<file path="config.mk">
export PLATFORM = sky130hd
export DESIGN_NAME = hazard_fwd_unit
export DESIGN_NICKNAME = d
export VERILOG_FILES = /design/src/rtl/hazard_fwd_unit.sv
export SDC_FILE = /design/constraint.sdc
export NUM_CORES = 1
export LEC_CHECK = 0
export CORE_MARGIN = 5
export CORE_UTILIZATION = 35
export CTS_BUF_LIST = sky130_fd_sc_hd__clkbuf_2 sky130_fd_sc_hd__clkbuf_4 sky130_fd_sc_hd__clkbuf_8
export CTS_CLUSTER_DIAMETER = 80
export DETAILED_ROUTE_END_ITERATION = 7
export HOLD_SLACK_MARGIN = 0.05
export PLACE_DENSITY = 0.93
export SETUP_SLACK_MARGIN = 0.05
export SLEW_MARGIN = 15
export SYNTH_ARGS = -nofsm -noshare
export SYNTH_HDL_FRONTEND = slang
export SYNTH_SLANG_ARGS = --single-unit
</file>
<file path="constraint.sdc">
create_clock -name clk -period 4.48 [get_ports clk]
set_input_delay 1.12 -clock clk [delete_from_list [all_inputs] [get_ports clk]]
set_output_delay 1.12 -clock clk [all_outputs]
set_load 0.01 [all_outputs]
</file>
<file path="src/rtl/hazard_fwd_unit.sv">
// Operand forwarding and load-use stall detection for the l2 stage; zero-latency combinational outputs.
// Optional stall counter enabled by defining HAZARD_PERF_CNT_EN.
module hazard_fwd_unit #(
    parameter int XLEN           = 32,
    parameter int NSTG           = 2,
    parameter int LOAD_READY_STG = 2
) (
    input  logic                 clk,
    input  logic                 rst,
    input  logic                 valid_l2,
    input  logic                 we_l2,
    input  logic                 is_load_l2,
    input  logic [4:0]           rd_l2,
    input  logic [4:0]           rs1_l2,
    input  logic [4:0]           rs2_l2,
    input  logic                 use_rs1_l2,
    input  logic                 use_rs2_l2,
    input  logic [XLEN-1:0]      xrs1_l2,
    input  logic [XLEN-1:0]      xrs2_l2,
    input  logic [NSTG*XLEN-1:0] wval_fwd,
    input  logic                 hold,
    input  logic                 flush_l2,
    output logic [XLEN-1:0]      alu_a_l2,
    output logic [XLEN-1:0]      alu_b_l2,
    output logic                 stall_l2
`ifdef HAZARD_PERF_CNT_EN
    ,
    output logic [31:0]          stall_cnt
`endif
);

    logic [NSTG:1] tag_v;
    logic [NSTG:1] tag_we;
    logic [NSTG:1] tag_ld;
    logic [4:0]    tag_rd [1:NSTG];

    logic [NSTG:1] hit1;
    logic [NSTG:1] hit2;
    logic          haz1;
    logic          haz2;

    // Scan from the oldest stage down so the youngest (lowest-index) match wins,
    // which also lets a younger non-load shadow an older load.
    always_comb begin
        alu_a_l2 = xrs1_l2;
        alu_b_l2 = xrs2_l2;
        haz1     = 1'b0;
        haz2     = 1'b0;
        hit1     = '0;
        hit2     = '0;
        for (int k = NSTG; k >= 1; k--) begin
            hit1[k] = tag_v[k] && tag_we[k] && (tag_rd[k] == rs1_l2) && (rs1_l2 != 5'd0);
            hit2[k] = tag_v[k] && tag_we[k] && (tag_rd[k] == rs2_l2) && (rs2_l2 != 5'd0);
            if (hit1[k]) begin
                alu_a_l2 = wval_fwd[(k-1)*XLEN +: XLEN];
                haz1     = tag_ld[k] && (k < LOAD_READY_STG);
            end
            if (hit2[k]) begin
                alu_b_l2 = wval_fwd[(k-1)*XLEN +: XLEN];
                haz2     = tag_ld[k] && (k < LOAD_READY_STG);
            end
        end
        stall_l2 = valid_l2 && !flush_l2 && ((use_rs1_l2 && haz1) || (use_rs2_l2 && haz2));
    end

    always_ff @(posedge clk) begin
        if (rst) begin
            tag_v <= '0;
        end else if (!hold) begin
            tag_v[1]  <= valid_l2 && !flush_l2 && !stall_l2;
            tag_we[1] <= we_l2;
            tag_ld[1] <= is_load_l2;
            tag_rd[1] <= rd_l2;
            for (int k = 2; k <= NSTG; k++) begin
                tag_v[k]  <= tag_v[k-1];
                tag_we[k] <= tag_we[k-1];
                tag_ld[k] <= tag_ld[k-1];
                tag_rd[k] <= tag_rd[k-1];
            end
        end
    end

`ifdef HAZARD_PERF_CNT_EN
    always_ff @(posedge clk) begin
        if (rst) begin
            stall_cnt <= '0;
        end else if (stall_l2 && !hold) begin
            stall_cnt <= stall_cnt + 32'd1;
        end
    end
`endif

endmodule
</file>
==> results_dict.tcl <==
set metrics [dict create \
    cts_buffers 3 \
    critPathMaxStageDelay_ns 0.52 \
    die_w_um 93.8 \
    status "finished, final reports clean" \
    grt_pass1_wl_um 21800 \
    fp-row-count 30 \
    min_period_ns 4.39 \
    synth_cells 372 \
    clockPowerShare_pct 16.7 \
    slew-limit-headroom_pct 34.2 \
    hold_class "reg -> reg" \
    seq_power_share_pct 25.6 \
    timing.final.crit_share_pct 97.9 \
    layout_common_cells "clkdlybuf4s50_1, nor3_1, nand3_1" \
    crit_path_start_kind "input port" \
    rr_startpoint "tag_rd[1][2]" \
    clockRootBuffer "clkbuf_8" \
    clkTransAtPathRegs_ns 0.06 \
    wl_um 15200 \
    fin_ws_ns 0.0931 \
    ctsHoldBuffers 0 \
    clk_path_buf_depth 2 \
    yosysWarnings 0 \
    synth_cell_type_count 29 \
    yosys.area_share.adder_pct 0 \
    fin_cells 700 \
    holdWs_ns 0.452 \
    synthToLayoutAreaGrowth_pct 110 \
    yosys.area_share.simple_pct 31.9 \
    drc 0 \
    slowest_stage "clkdlybuf4s50_1" \
    netlist_top_cells_area "a31oi_1, edfxtp_1, nor3_1, nand3_1, o21ai_0" \
    synth_compound_area_share_pct 33.7 \
    portBuffers 216 \
    dpl.cell_count 674 \
    leakage_nw 1.90 \
    avgSynthCellArea_um2 6.61 \
    synth_edf_count 13 \
    ant_nets 0 \
    antennaDiodeCount 0 \
    synth.mux.area_fraction_pct 0.407 \
    grt-ovfl-total 0 \
    worstSetupPathType "in -> out" \
    p_switching_w 0.000210 \
    ys_dominant_reg_cell "edfxtp_1" \
    startpoint "rs2_l2[0]" \
    critPathMaxFanout 24 \
    setup_viol 0 \
    clock_latency_ns 0.24 \
    drv_cap 0 \
    die_h_um 93.8 \
    ys_seq_area_share_pct 17.5 \
    worst_pin_slew_ns 0.984 \
    viasPerCell 6.27 \
    gp_congestion 0.964 \
    grt_pass1_vias 4090 \
    drt_iter0_markers 450 \
    p_comb_share_pct 57.7 \
    rsz0062_at_grt "false" \
    yosys.area.top_type "a31oi_1" \
    mostFrequentLayoutCell "clkdlybuf4s50_1" \
    maxSlewViolCount 0 \
    r2r_cells 7 \
    grt_max_degree 35 \
    gr-usage-all-layers_pct 30.9 \
    synth_seq_cells 15 \
    async_flop_share_pct 0 \
    fillers 533 \
    drive_gt1_share_pct 14.9 \
    nets 757 \
    crit_arrival_ns 3.27 \
    cts_tree "yes" \
    dr.pass1.iters 6 \
    wl_per_cell_um 21.7 \
    clock.fmax_ghz 0.228 \
    crit_chain "clkdlybuf4s50_1, xnor2_1, nand4_1, buf_4, buf_4, nor3_1, a31oi_1, dlygate4sd2_1" \
    synth_top_family_by_area "compound AO/OA/AOI/OAI gates" \
    htreeDepth 1 \
    pre_cts_slack_ns -0.123 \
    dieArea_um2 8810 \
    r2r-end "tag_v[1]" \
    critPathRequiredTime_ns 3.36 \
    hpwl_um 11300 \
    clock_skew_ns 0.00410 \
    io_pins 217 \
    switching_share_pct 32.2 \
    coreArea_um2 6830 \
    syn-cell-area_um2 2460 \
    synth_nets 524 \
    initial_core_util_pct 36.0 \
    cp-endpoint "alu_b_l2[24]" \
    synth_top_area_share_pct 16.3 \
    p_int_w 0.000442 \
    grt_antenna_before_repair 0 \
    ir_drop_mv 0.191 \
    worst_setup_path_end_kind "output pin" \
    path_common_cell "buf_4" \
    ff2ff_setup_slack_ns 2.69 \
    num_vias 4388 \
    p_per_area_nw_per_um2 126 \
    hold_violations 0 \
    cts.sinks 15 \
    synth-xor-area-share_pct 7.12 \
]
-- cells in the mapped netlist (4+ instances only) --
cell       n
xor2_1     6
o21ai_0   51
buf_4      6
a31oi_1   64
o21ai_1   13
clkbuf_1  24
nor3_1    68
nand3_1   66
xnor2_1   14
clkbuf_2   6
edfxtp_1  13
buf_2     10
inv_1      4
-- registers in the layout, indices dropped and copies added, names as in the netlist --
register  count
tag_rd       10
tag_we        2
tag_ld        1
tag_v         2
-- stage by stage --
stage / TNS, ns / area (um2) / util, % / total power, W
2_1_floorplan: 0 / 2460 / - / 0.000280
3_3_place_gp: -1.91 / 4910 / 71.9 / 0.000530
3_5_place_dp: -3.25 / 4910 / 71.9 / 0.000537
4_1_cts: -0.192 / 5040 / 73.8 / 0.000636
5_1_grt: 0 / 5170 / 75.7 / 0.000678
6_report: 0 / 5170 / 75.7 / 0.000653
-- layer usage --
| metal | GRT usage [%] | part of all wire [%] |
|---|---|---|
| met1 | 36.6 | 35 |
| met2 | 53.6 | 48 |
| met3 | 6.25 | 11 |
| met4 | 13.4 | 6.0 |
| met5 | 0 | 0 |
-- critical path: cells and delay by family --
| kind | cells | cell delay, ns |
|---|---|---|
| AND/OR/NAND/NOR | 2 | 0.45 |
| AO/OA/AOI/OAI | 1 | 0.08 |
| buffers and inverters | 4 | 1.30 |
| XOR/XNOR | 1 | 0.31 |
-- layout make-up --
type	count	area (um2)	share of cell area, %
timing repair buffer	274	2680	51.9
multi-input combinational	307	1870	36.2
sequential	15	430	8.33
tap	96	120	2.32
clock buffer	4	48.8	0.944
inverter	4	15.0	0.290
-- worst min-delay path by stage --
stage                    from        end  slack [ns]  cells after the start
detailed placement  tag_we[1]  tag_we[2]        0.44                      0
global placement    tag_we[1]  tag_we[2]        0.43                      0
global route        tag_we[1]  tag_we[2]        0.49                      0
floorplan           tag_we[1]  tag_we[2]        0.42                      0
finish              tag_we[1]  tag_we[2]        0.45                      0
CTS                 tag_we[1]  tag_we[2]        0.45                      0
-- timing repair --
action / in CTS / in global routing
setup endpoints to repair: 65 / 43
setup buffers: 10 / 10
pin swaps: 2 / 5
gates resized for setup: 76 / 52
gates cloned: 1 / 1
-- power groups by stage --
stage	logic [W]	registers, W	clock network, W
final	0.000376	0.000167	0.000109
after detailed placement	0.000368	0.000169	0
after floorplan	0.000113	0.000167	0
after global routing	0.000394	0.000168	0.000117
after CTS	0.000358	0.000166	0.000112
after global placement	0.000362	0.000168	0
-- logic make-up (layout without fill, tap and decap cells) --
| group | after synthesis | count (layout) |
|---|---|---|
| mux | 1 | 1 |
| xor+xnor | 20 | 20 |
| simple gates | 150 | 150 |
| compound gates | 136 | 136 |
| flops | 15 | 15 |
| buf+inv | 50 | 282 |
Note: power is estimated with default switching activity, not from simulation.
